$ cat src/rtl/vc_deserializer_pkg.sv
// Shared constants and types for the VC deserializer: VC id width, word width
// and output FIFO geometry, kept in one place so every stage agrees on them.
package vc_deserializer_pkg;

  localparam int NUM_VC     = 4;
  localparam int VC_W       = 2;
  localparam int WORD_W     = 4;
  localparam int FIFO_DEPTH = 4;
  localparam int PTR_W      = 2;
  localparam int CNT_W      = $clog2(WORD_W);
  localparam int ENTRY_W    = VC_W + WORD_W;

  typedef struct packed {
    logic [VC_W-1:0]   vc;
    logic [WORD_W-1:0] word;
  } word_entry_t;

endpackage

$ cat src/rtl/vc_deserializer_if.sv
// Serial-bit input and word-output handshake bundle of the VC deserializer.
interface vc_deserializer_if;
  import vc_deserializer_pkg::*;

  logic              data_in;
  logic [VC_W-1:0]   VC_id;
  logic              bit_valid;
  logic              word_ready;
  logic              word_valid;
  logic [WORD_W-1:0] word_out;
  logic [VC_W-1:0]   word_vc;
  logic [PTR_W:0]    fill_count;
  logic              fifo_full;
  logic              overflow;

  modport master (
    output data_in, VC_id, bit_valid, word_ready,
    input  word_valid, word_out, word_vc, fill_count, fifo_full, overflow
  );

  modport slave (
    input  data_in, VC_id, bit_valid, word_ready,
    output word_valid, word_out, word_vc, fill_count, fifo_full, overflow
  );

endinterface

$ cat src/rtl/vc_deserializer_word_fifo.sv
// Show-ahead synchronous FIFO: the head entry is driven straight from storage
// at the read pointer and forced to zero while empty.
module vc_word_fifo #(
  parameter int DATA_W = 6,
  parameter int DEPTH  = 4
) (
  input  logic                      clk,
  input  logic                      reset,
  input  logic                      push,
  input  logic [DATA_W-1:0]         push_data,
  input  logic                      pop,
  output logic [DATA_W-1:0]         pop_data,
  output logic                      full,
  output logic                      empty,
  output logic [$clog2(DEPTH):0]    count
);

  localparam int PTR_W = $clog2(DEPTH);

  logic [DATA_W-1:0] mem [DEPTH];
  logic [PTR_W-1:0]  wr_ptr_q, wr_ptr_d;
  logic [PTR_W-1:0]  rd_ptr_q, rd_ptr_d;
  logic [PTR_W:0]    count_q, count_d;
  logic              do_push, do_pop;

  always_comb begin
    full     = (count_q == (PTR_W+1)'(DEPTH));
    empty    = (count_q == '0);
    do_pop   = pop & ~empty;
    // A pop on the same edge frees the slot, so a full FIFO can still take a push.
    do_push  = push & (~full | do_pop);
    wr_ptr_d = wr_ptr_q;
    rd_ptr_d = rd_ptr_q;
    count_d  = count_q;
    if (do_push) wr_ptr_d = wr_ptr_q + PTR_W'(1);
    if (do_pop)  rd_ptr_d = rd_ptr_q + PTR_W'(1);
    if (do_push && !do_pop)      count_d = count_q + (PTR_W+1)'(1);
    else if (do_pop && !do_push) count_d = count_q - (PTR_W+1)'(1);
  end

  always_ff @(posedge clk or negedge reset) begin
    if (!reset) begin
      wr_ptr_q <= '0;
      rd_ptr_q <= '0;
      count_q  <= '0;
    end else begin
      wr_ptr_q <= wr_ptr_d;
      rd_ptr_q <= rd_ptr_d;
      count_q  <= count_d;
    end
  end

  always_ff @(posedge clk) begin
    if (do_push) mem[wr_ptr_q] <= push_data;
  end

  assign pop_data = empty ? '0 : mem[rd_ptr_q];
  assign count    = count_q;

endmodule

$ cat src/rtl/vc_deserializer.sv
// Rebuilds per-VC words from the granted serial stream and queues completed,
// VC-tagged words for the sink; a word arriving at a full FIFO is dropped and flagged.
module vc_deserializer
  import vc_deserializer_pkg::*;
(
  input  logic                 clk,
  input  logic                 reset,
  vc_deserializer_if.slave     bus
);

  logic [WORD_W-1:0] shreg_q [NUM_VC];
  logic [WORD_W-1:0] shreg_d [NUM_VC];
  logic [CNT_W-1:0]  cnt_q   [NUM_VC];
  logic [CNT_W-1:0]  cnt_d   [NUM_VC];
  logic              overflow_q, overflow_d;

  logic              push;
  logic              pop;
  logic [WORD_W-1:0] nxt_word;
  word_entry_t       push_entry;
  word_entry_t       head_entry;
  logic              fifo_full;
  logic              fifo_empty;
  logic [PTR_W:0]    fifo_count;

  assign pop = ~fifo_empty & bus.word_ready;

  always_comb begin
    shreg_d    = shreg_q;
    cnt_d      = cnt_q;
    push       = 1'b0;
    push_entry = '0;
    nxt_word   = {shreg_q[bus.VC_id][WORD_W-2:0], bus.data_in};
    if (bus.bit_valid) begin
      if (cnt_q[bus.VC_id] == CNT_W'(WORD_W-1)) begin
        push                = 1'b1;
        push_entry.vc       = bus.VC_id;
        push_entry.word     = nxt_word;
        shreg_d[bus.VC_id]  = '0;
        cnt_d[bus.VC_id]    = '0;
      end else begin
        shreg_d[bus.VC_id]  = nxt_word;
        cnt_d[bus.VC_id]    = cnt_q[bus.VC_id] + CNT_W'(1);
      end
    end
    // Drop only when no pop frees a slot on this edge; the lane restarts regardless.
    overflow_d = overflow_q | (push & fifo_full & ~pop);
  end

  always_ff @(posedge clk or negedge reset) begin
    if (!reset) begin
      for (int v = 0; v < NUM_VC; v++) begin
        shreg_q[v] <= '0;
        cnt_q[v]   <= '0;
      end
      overflow_q <= 1'b0;
    end else begin
      shreg_q    <= shreg_d;
      cnt_q      <= cnt_d;
      overflow_q <= overflow_d;
    end
  end

  vc_word_fifo #(
    .DATA_W (ENTRY_W),
    .DEPTH  (FIFO_DEPTH)
  ) u_fifo (
    .clk       (clk),
    .reset     (reset),
    .push      (push),
    .push_data (push_entry),
    .pop       (pop),
    .pop_data  (head_entry),
    .full      (fifo_full),
    .empty     (fifo_empty),
    .count     (fifo_count)
  );

  assign bus.word_valid = ~fifo_empty;
  assign bus.word_out   = head_entry.word;
  assign bus.word_vc    = head_entry.vc;
  assign bus.fill_count = fifo_count;
  assign bus.fifo_full  = fifo_full;
  assign bus.overflow   = overflow_q;

endmodule

$ cat src/flat_wrapper.sv
// flat-port wrapper written by rule: the top's interface ports become plain ports
module vc_deserializer_flat import vc_deserializer_pkg::*;
  (clk, reset, bus_data_in, bus_VC_id, bus_bit_valid, bus_word_ready, bus_word_valid, bus_word_out, bus_word_vc, bus_fill_count, bus_fifo_full, bus_overflow);
  vc_deserializer_if bus_i ();
  input  logic clk;
  input  logic reset;
  input wire logic [$bits(bus_i.data_in)-1:0] bus_data_in;
  input wire logic [$bits(bus_i.VC_id)-1:0] bus_VC_id;
  input wire logic [$bits(bus_i.bit_valid)-1:0] bus_bit_valid;
  input wire logic [$bits(bus_i.word_ready)-1:0] bus_word_ready;
  output wire logic [$bits(bus_i.word_valid)-1:0] bus_word_valid;
  output wire logic [$bits(bus_i.word_out)-1:0] bus_word_out;
  output wire logic [$bits(bus_i.word_vc)-1:0] bus_word_vc;
  output wire logic [$bits(bus_i.fill_count)-1:0] bus_fill_count;
  output wire logic [$bits(bus_i.fifo_full)-1:0] bus_fifo_full;
  output wire logic [$bits(bus_i.overflow)-1:0] bus_overflow;
  assign bus_i.data_in = bus_data_in;
  assign bus_i.VC_id = bus_VC_id;
  assign bus_i.bit_valid = bus_bit_valid;
  assign bus_i.word_ready = bus_word_ready;
  assign bus_word_valid = bus_i.word_valid;
  assign bus_word_out = bus_i.word_out;
  assign bus_word_vc = bus_i.word_vc;
  assign bus_fill_count = bus_i.fill_count;
  assign bus_fifo_full = bus_i.fifo_full;
  assign bus_overflow = bus_i.overflow;
  vc_deserializer u_core (.clk(clk), .reset(reset), .bus(bus_i));
endmodule
$ cat config.mk
export PLATFORM = sky130hd
export DESIGN_NAME = vc_deserializer_flat
export DESIGN_NICKNAME = d
export VERILOG_FILES = /design/src/rtl/vc_deserializer_pkg.sv /design/src/rtl/vc_deserializer_if.sv /design/src/rtl/vc_deserializer_word_fifo.sv /design/src/rtl/vc_deserializer.sv /design/src/flat_wrapper.sv
export SDC_FILE = /design/constraint.sdc
export NUM_CORES = 1
export LEC_CHECK = 0
export CORE_ASPECT_RATIO = 0.5
export CORE_MARGIN = 1
export CORE_UTILIZATION = 28
export DETAILED_ROUTE_END_ITERATION = 8
export SETUP_SLACK_MARGIN = 0.5
export SYNTH_ARGS = -nofsm -noshare
export SYNTH_HDL_FRONTEND = slang
export SYNTH_SLANG_ARGS = --single-unit
export TNS_END_PERCENT = 30
$ cat constraint.sdc
create_clock -name clk -period 2.36 [get_ports clk]
set_input_delay 0.236 -clock clk [delete_from_list [all_inputs] [get_ports clk]]
set_output_delay 0.236 -clock clk [all_outputs]
set_load 0.02 [all_outputs]
Word-level counts from Yosys, hierarchy flattened. Memories as Yosys holds them, arrays and structs flattened. Cells that the tools add are included.

Bits of input ports: 7. Bits in registers: 32. Memories kept: 1. Bits in writable memories: 24. Word-level logic and storage cells: 67. Output and inout bits: 12.

Memories: u_core.u_fifo.mem (words 4, width 6, read ports 1, clocked after Yosys merged registers in 0, wr ports 1, line vc_deserializer_word_fifo.sv:20) `logic [DATA_W-1:0] mem [DEPTH];`.

Equal/unequal tests: 2. Reductions and logical operators: 7. Add/subtract/negate cells: 5. Magnitude comparators: 2. Mux-type cells: 23. Bitwise logic cells: 15.

Operator list (count): 2-to-1 mux 6 bit (3); bitwise AND 16 bit (1); bitwise mux 16 bit (1); 2-to-1 mux 16 bit (1); NOT 16 bit (1); 2-to-1 mux 3 bit (4); bitwise AND 8 bit (1); binary-select mux 4 bit (select 2 bit) (1); bitwise mux 8 bit (1); demux 4 bit (select 2 bit) (1); 2-to-1 mux 8 bit (1); NOT 8 bit (1); adder 2 x 1 -> 2 bit, second input constant (3); 2-to-1 mux 2 bit (3); bitwise AND 1 bit (5); binary-select mux 2 bit (select 2 bit) (1); demux 2 bit (select 2 bit) (1); 2-to-1 mux 1 bit (4); 2-to-1 mux 4 bit (1); adder 3 x 1 -> 3 bit, second input constant (1); equality test 3 bit, second input constant (1); >= comparator 3 bit, second input constant (1); logical AND 1 bit (3); zero test 3 bit (1); other kinds (8) (12).

Logic depth before layout (Yosys ltp). Gate-level depths: netlist of run 1.

Depth after elaboration: 12. Gate-level depth with buffers: 12. Mapped depth without buffers: 10.

Modules after synthesis. From an unflattened synthesis of run 1, not the netlist that was laid out.

Cell total of the unflattened synthesis: 158. Area total of the unflattened synthesis: 2543.7 µm².

By module, submodules not included: vc_word_fifo (cells an instance 75, instances 1, area an instance 1357.6 µm², seq. area each 895.9 µm²); vc_deserializer (cells an instance 83, instances 1, area an instance 1186.1 µm², seq. area each 525.5 µm²).

Worst setup path after synthesis of run 1. OpenSTA, ideal clock, no wires.

Path type: input-to-reg. Start point: input bus_VC_id[1]. End point: register u_core.u_fifo.count_q[1] (netlist: u_core.u_fifo.count[1]). Required time: 2.235 ns. Stages on the path: 10. Library setup time: 0.125 ns. Arrival time: 2.364 ns. Path buffers: 2. Slack: -0.129 ns. Path through: buf_2 > mux4_2 > ha_1 > buf_2 > nand2_1 > a21oi_2 > ha_1 > inv_1 > fa_1 > mux2_2.

Elaborated cells on any way between the ends: 13. Those cells by class: eq/ne (1); mux (6); bitwise (2); reduce/logical (4).

RTL lines: start, declared (line flat_wrapper.sv:8) `input wire logic [$bits(bus_i.VC_id)-1:0] bus_VC_id;`; NOT 2 -> 3 bit (implied by the code) (line vc_deserializer.sv:35) `if (cnt_q[bus.VC_id] == CNT_W'(WORD_W-1)) begin`; binary-select mux 2 bit (select 2 bit) (line vc_deserializer.sv:35); 2-to-1 mux 2 bit (implied by the code) (2 in series) (line vc_deserializer.sv:35); equality test 2 bit (line vc_deserializer.sv:35); 2-to-1 mux 1 bit (line vc_deserializer.sv:35); 2-to-1 mux 1 bit (line vc_deserializer.sv:34) `if (bus.bit_valid) begin`; bitwise AND 1 bit (line vc_deserializer_word_fifo.sv:31) `do_push = push & (~full | do_pop);`; logical AND 1 bit (line vc_deserializer_word_fifo.sv:37) `if (do_push && !do_pop) count_d = count_q + (PTR_W+1)'(1);`; 2-to-1 mux 3 bit (line vc_deserializer_word_fifo.sv:37); net u_core.u_fifo.count_d[1] (line vc_deserializer_word_fifo.sv:23) `logic [PTR_W:0] count_q, count_d;`; end signal, assigned (line vc_deserializer_word_fifo.sv:49) `count_q <= count_d;`; end, declared (line vc_deserializer_word_fifo.sv:23).

The timed path passes the listed nets, and every way through them passes these cells. The select of a mux whose other input is x is not followed. A chain may end at the register's enable or synchronous reset.

Worst setup path after layout of run 1.
Start point: register u_core.cnt_q[0] (netlist name). End point: register u_core.u_fifo.count_q[1] (netlist: u_core.u_fifo.count[1]).

Elaborated cells on any way between the ends: 12. Those cells by class: eq/ne (1); mux (6); bitwise (1); reduce/logical (4).

RTL lines: start, declared (line vc_deserializer.sv:13) `logic [CNT_W-1:0] cnt_q [NUM_VC];`; start signal, assigned (line vc_deserializer.sv:59) `cnt_q <= cnt_d;`; binary-select mux 2 bit (select 2 bit) (line vc_deserializer.sv:35); 2-to-1 mux 2 bit (implied by the code) (2 in series) (line vc_deserializer.sv:35); equality test 2 bit (line vc_deserializer.sv:35); 2-to-1 mux 1 bit (line vc_deserializer.sv:35); 2-to-1 mux 1 bit (line vc_deserializer.sv:34); bitwise AND 1 bit (line vc_deserializer_word_fifo.sv:31); logical AND 1 bit (line vc_deserializer_word_fifo.sv:37); 2-to-1 mux 3 bit (line vc_deserializer_word_fifo.sv:37); net u_core.u_fifo.count_d[1] (line vc_deserializer_word_fifo.sv:23).

The timed path passes the listed nets, and every way through them passes these cells. The select of a mux whose other input is x is not followed.

==> run_results.csv, run 1 <==
group,metric,value,unit
status,status,"complete, no violations",
sta,hold_viol,0,
synthesis,synth_top_family_by_area,"simple AND/OR/NAND/NOR gates",
floorplanning,core,8058,sq um
sta,hold_ws,0.3201,ns
sta,skew,0.008709,ns
synthesis,ys.flop_type,"dfrtp_1",
finish,syn2layout_area_growth,24.87,%
synthesis,synth_edf_count,24,
synthesis,ys_top_cells_by_area,"edfxtp_1 (31%), dfrtp_1 (30%), mux4_2 (11%), ha_1 (3.2%), nand2_1 (2.9%)",
worst_setup_path,rrSetupSlack,0.13,ns
finish,n_antenna_cell,0,
global_routing,grt_overflow_total,0,
sta,min_period,2.225,ns
routing,ant_nets,0,
clock_network,clock_latency,0.29,ns
global_routing,grt_pass1_vias,1349,
sta,rsz0062_at_grt,"yes",
worst_setup_path,r2r-start,"u_core.cnt_q[0]",
place,hpwl,2961,um
clock_network,path_clk_slew,0.07,ns
routing,drtIter0Drc,59,
global_routing,grt_most_used_layer,"met2",
synthesis,synthSimpleGateAreaFrac,0.1326,
worst_setup_path,path_cells,"mux4_2 -> ha_4 -> nand2_4 -> a21oi_4 -> ha_2 -> inv_2 -> fa_1 -> mux2_2",
floorplanning,die_x,131.6,um
sta,max_freq,0.4494,GHz
floorplanning,pin_count,19,
global_routing,grt_first_pass_wirelength,6803,um
worst_setup_path,crit_path_max_fanout,3,
synthesis,synth_top_cell_area_share,0.3067,
global_routing,grt_max_degree,29,
worst_setup_path,slowest_delay,0.51,ns
flow_run,cap_violations,0,
worst_setup_path,r2r_cells,8,
sta,worst_pin_slew,0.3627,ns
finish,finalNetCount,217,
place,post_dp_cell_area,2740,sq um
worst_setup_path,r2r_end,"u_core.u_fifo.count[1]",
global_routing,use_met1,0.1189,
synthesis,synth_fp_nets,183,
floorplanning,dieArea,8784,sq um
worst_setup_path,critPathRequiredTime,2.53,ns
clock_network,cts_tree,"yes",
pwr,peakVddDrop,322.6,uV
synthesis,synthMuxAreaShare,0.1150,
finish,final_area,2934,sq um
sta,setup_viol,0,
synthesis,synthAdderAreaFrac,0.04047,
synthesis,synth_cells,169,
clock_network,cts_buffers,5,
synthesis,synth.avg_cell_area,13.90,sq um
pwr,power.density,1140,nW/um^2
place,port_buffers,18,
routing,routedWlPerCell,13.11,um
synthesis,async_reset_ff_frac,0.5385,
worst_setup_path,endpoint_kind,"flop",
sta,min_period_over_period,0.9429,
worst_setup_path,arrival,2.40,ns
floorplanning,initial_utilization,0.2916,
place,place_ws,-0.2687,ns
worst_setup_path,crit_slowest_cell,"mux4_2",
synthesis,synth_cell_types,30,
sta,maxSlewHeadroom,0.7582,
synthesis,yosysTopAreaCell,"edfxtp_1",
finish,drive_gt1_frac,0.2794,
clock_network,htreeDepth,2,
synthesis,synth.most_common_cell,"dfrtp_1",
global_routing,grtUsageMet2,0.1865,
pwr,total_power,3.344,mW
routing,dr.pass1.iters,4,
synthesis,synthesis.area,2350,sq um
sta,drv_slew,0,
clock_network,root_buffer,"clkbuf_16",
worst_setup_path,start_kind,"flop",
clock_network,cts_hold_buf,0,
synthesis,ys_seq_area_frac,0.6049,
min_path,hold_path.class,"in2async",
synthesis,yosysWarnings,0,
finish,fin_util,0.3641,
synthesis,synth-xor-area-share,0.02236,
routing,drcViolationCount,0,
clock_network,cts_buffer_depth,2,
synthesis,synth_common_cells,"dfrtp_1 (28), edfxtp_1 (24), nand2_1 (18), o21ai_0 (12), mux4_2 (11)",
sta,setup_slack,0.1348,ns
global_routing,grt_usage,0.1010,
pwr,leakagePower,1.196,nW
place,place_congestion,0.7607,
floorplanning,die_height,66.78,um
routing,wirelength,4143,um
clock_network,clock_sinks,52,
synthesis,synth_compound_area_frac,0.05485,
global_routing,antenna_found_initial,0,
routing,num_vias,1344,
worst_setup_path,crit_type,"reg2reg",
floorplanning,fp-row-count,23,
synthesis,synth_seq_cells,52,
global_routing,grtUsageMet3,0.01903,
routing,drt-vias-per-instance,4.253,
-- how the worst max path moves through the flow --
stage,start,to,slack (ns),cells after the start
2_1_floorplan,bus_VC_id[1],u_core.u_fifo.count[1],0.07,10
3_3_place_gp,bus_VC_id[1],u_core.u_fifo.count[1],-0.21,9
3_5_place_dp,bus_VC_id[1],u_core.u_fifo.count[1],-0.27,9
4_1_cts,u_core.cnt_q[6],u_core.u_fifo.count[1],0.13,8
5_1_grt,u_core.cnt_q[0],u_core.u_fifo.count[1],0.08,8
6_report,u_core.cnt_q[0],u_core.u_fifo.count[1],0.13,8
-- routing by layer --
layer  share of wire  vias to the layer above
met5               0                        -
met4           0.011                        0
met3           0.017                        4
met2            0.51                        9
met1            0.46                      661
li1                -                      670
-- stage by stage --
| step | std cells | setup TNS (ns) |
|---|---|---|
| finish | 316 | 0 |
| detailed placement | 304 | -0.5145 |
| global route | 316 | 0 |
| global placement | 304 | -0.3773 |
| CTS | 313 | 0 |
| floorplan | 169 | 0 |
-- logic make-up (layout without fill, tap and decap cells) --
kind of cell               after synthesis  count (layout)
AOI/OAI and AO/OA                       22              22
adders and majority gates                7               7
xor gates and xnor gates                 6               6
muxes                                   13              13
buffers and inverters                   13              48
DFF                                     52              52
and+or+nand+nor                         56              56
-- cells in the final DEF (no fill, tap or decap), drive strengths merged, types with 2 or more instances in the layout --
cell / instances
dfrtp: 28
edfxtp: 24
buf: 24
nand2: 18
o21ai: 16
mux4: 11
nand2b: 10
and2: 10
clkdlybuf4s50: 8
ha: 6
inv: 6
clkbuf: 5
xnor2: 4
a21o: 4
dlygate4sd2: 4
nor3: 4
and3: 3
nor2b: 3
mux2: 2
nand3: 2
nand3b: 2
xor2: 2
-- cell type report --
class | count | area (sq um)
Multi-Input combinational cell | 104 | 900.9
Clock inverter | 3 | 25.02
Clock buffer | 5 | 125.1
Inverter | 4 | 15.01
Sequential cell | 52 | 1421
Fill cell | 780 | 5124
Tap cell | 112 | 140.1
Timing Repair Buffer | 36 | 306.5
-- critical path: cells and delay by family, from the launching register on --
| kind | cells | cell delay, ns |
|---|---|---|
| AOI/OAI and AO/OA | 1 | 0.04 |
| adders and majority gates | 3 | 0.78 |
| buffers and inverters | 1 | 0.05 |
| DFF | 1 | 0.41 |
| muxes | 2 | 0.78 |
| and+or+nand+nor | 1 | 0.06 |
-- state kept, by name (all words and copies together), names as in the netlist --
signal / flops
u_core.u_fifo.mem: 24
u_core.shreg_q: 12
u_core.cnt_q: 8
u_core.u_fifo.count: 3
u_core.u_fifo.rd_ptr_q: 2
u_core.u_fifo.wr_ptr_q: 2
u_core.bus.overflow: 1
-- power breakdown --
group	leakage (nW)	switching [mW]	internal (mW)
clock	0.0708	0.332	0.401
combinational	0.555	0.590	0.700
sequential	0.570	0.164	1.16
-- timing repair --
item / 4_1_cts / 5_1_grt
gates resized for setup: 32 / 12
pin swaps: 0 / 3
hold endpoints to repair: 0 / 0
setup endpoints to repair: 51 / 30
setup buffers: 1 / 3
cloned: 0 / 0
Power figures use the tool's default switching activity.
==> inputs of run 2 (changes only) <==
--- a/config.mk
+++ b/config.mk
@@ -6,7 +6,6 @@
 export NUM_CORES = 1
 export LEC_CHECK = 0
 export CORE_ASPECT_RATIO = 0.5
-export CORE_MARGIN = 1
 export CORE_UTILIZATION = 28
 export DETAILED_ROUTE_END_ITERATION = 8
 export SETUP_SLACK_MARGIN = 0.5
==> results of run 2 <==
Same layout as run 1: the final DEF is identical, and so are final timing and power.
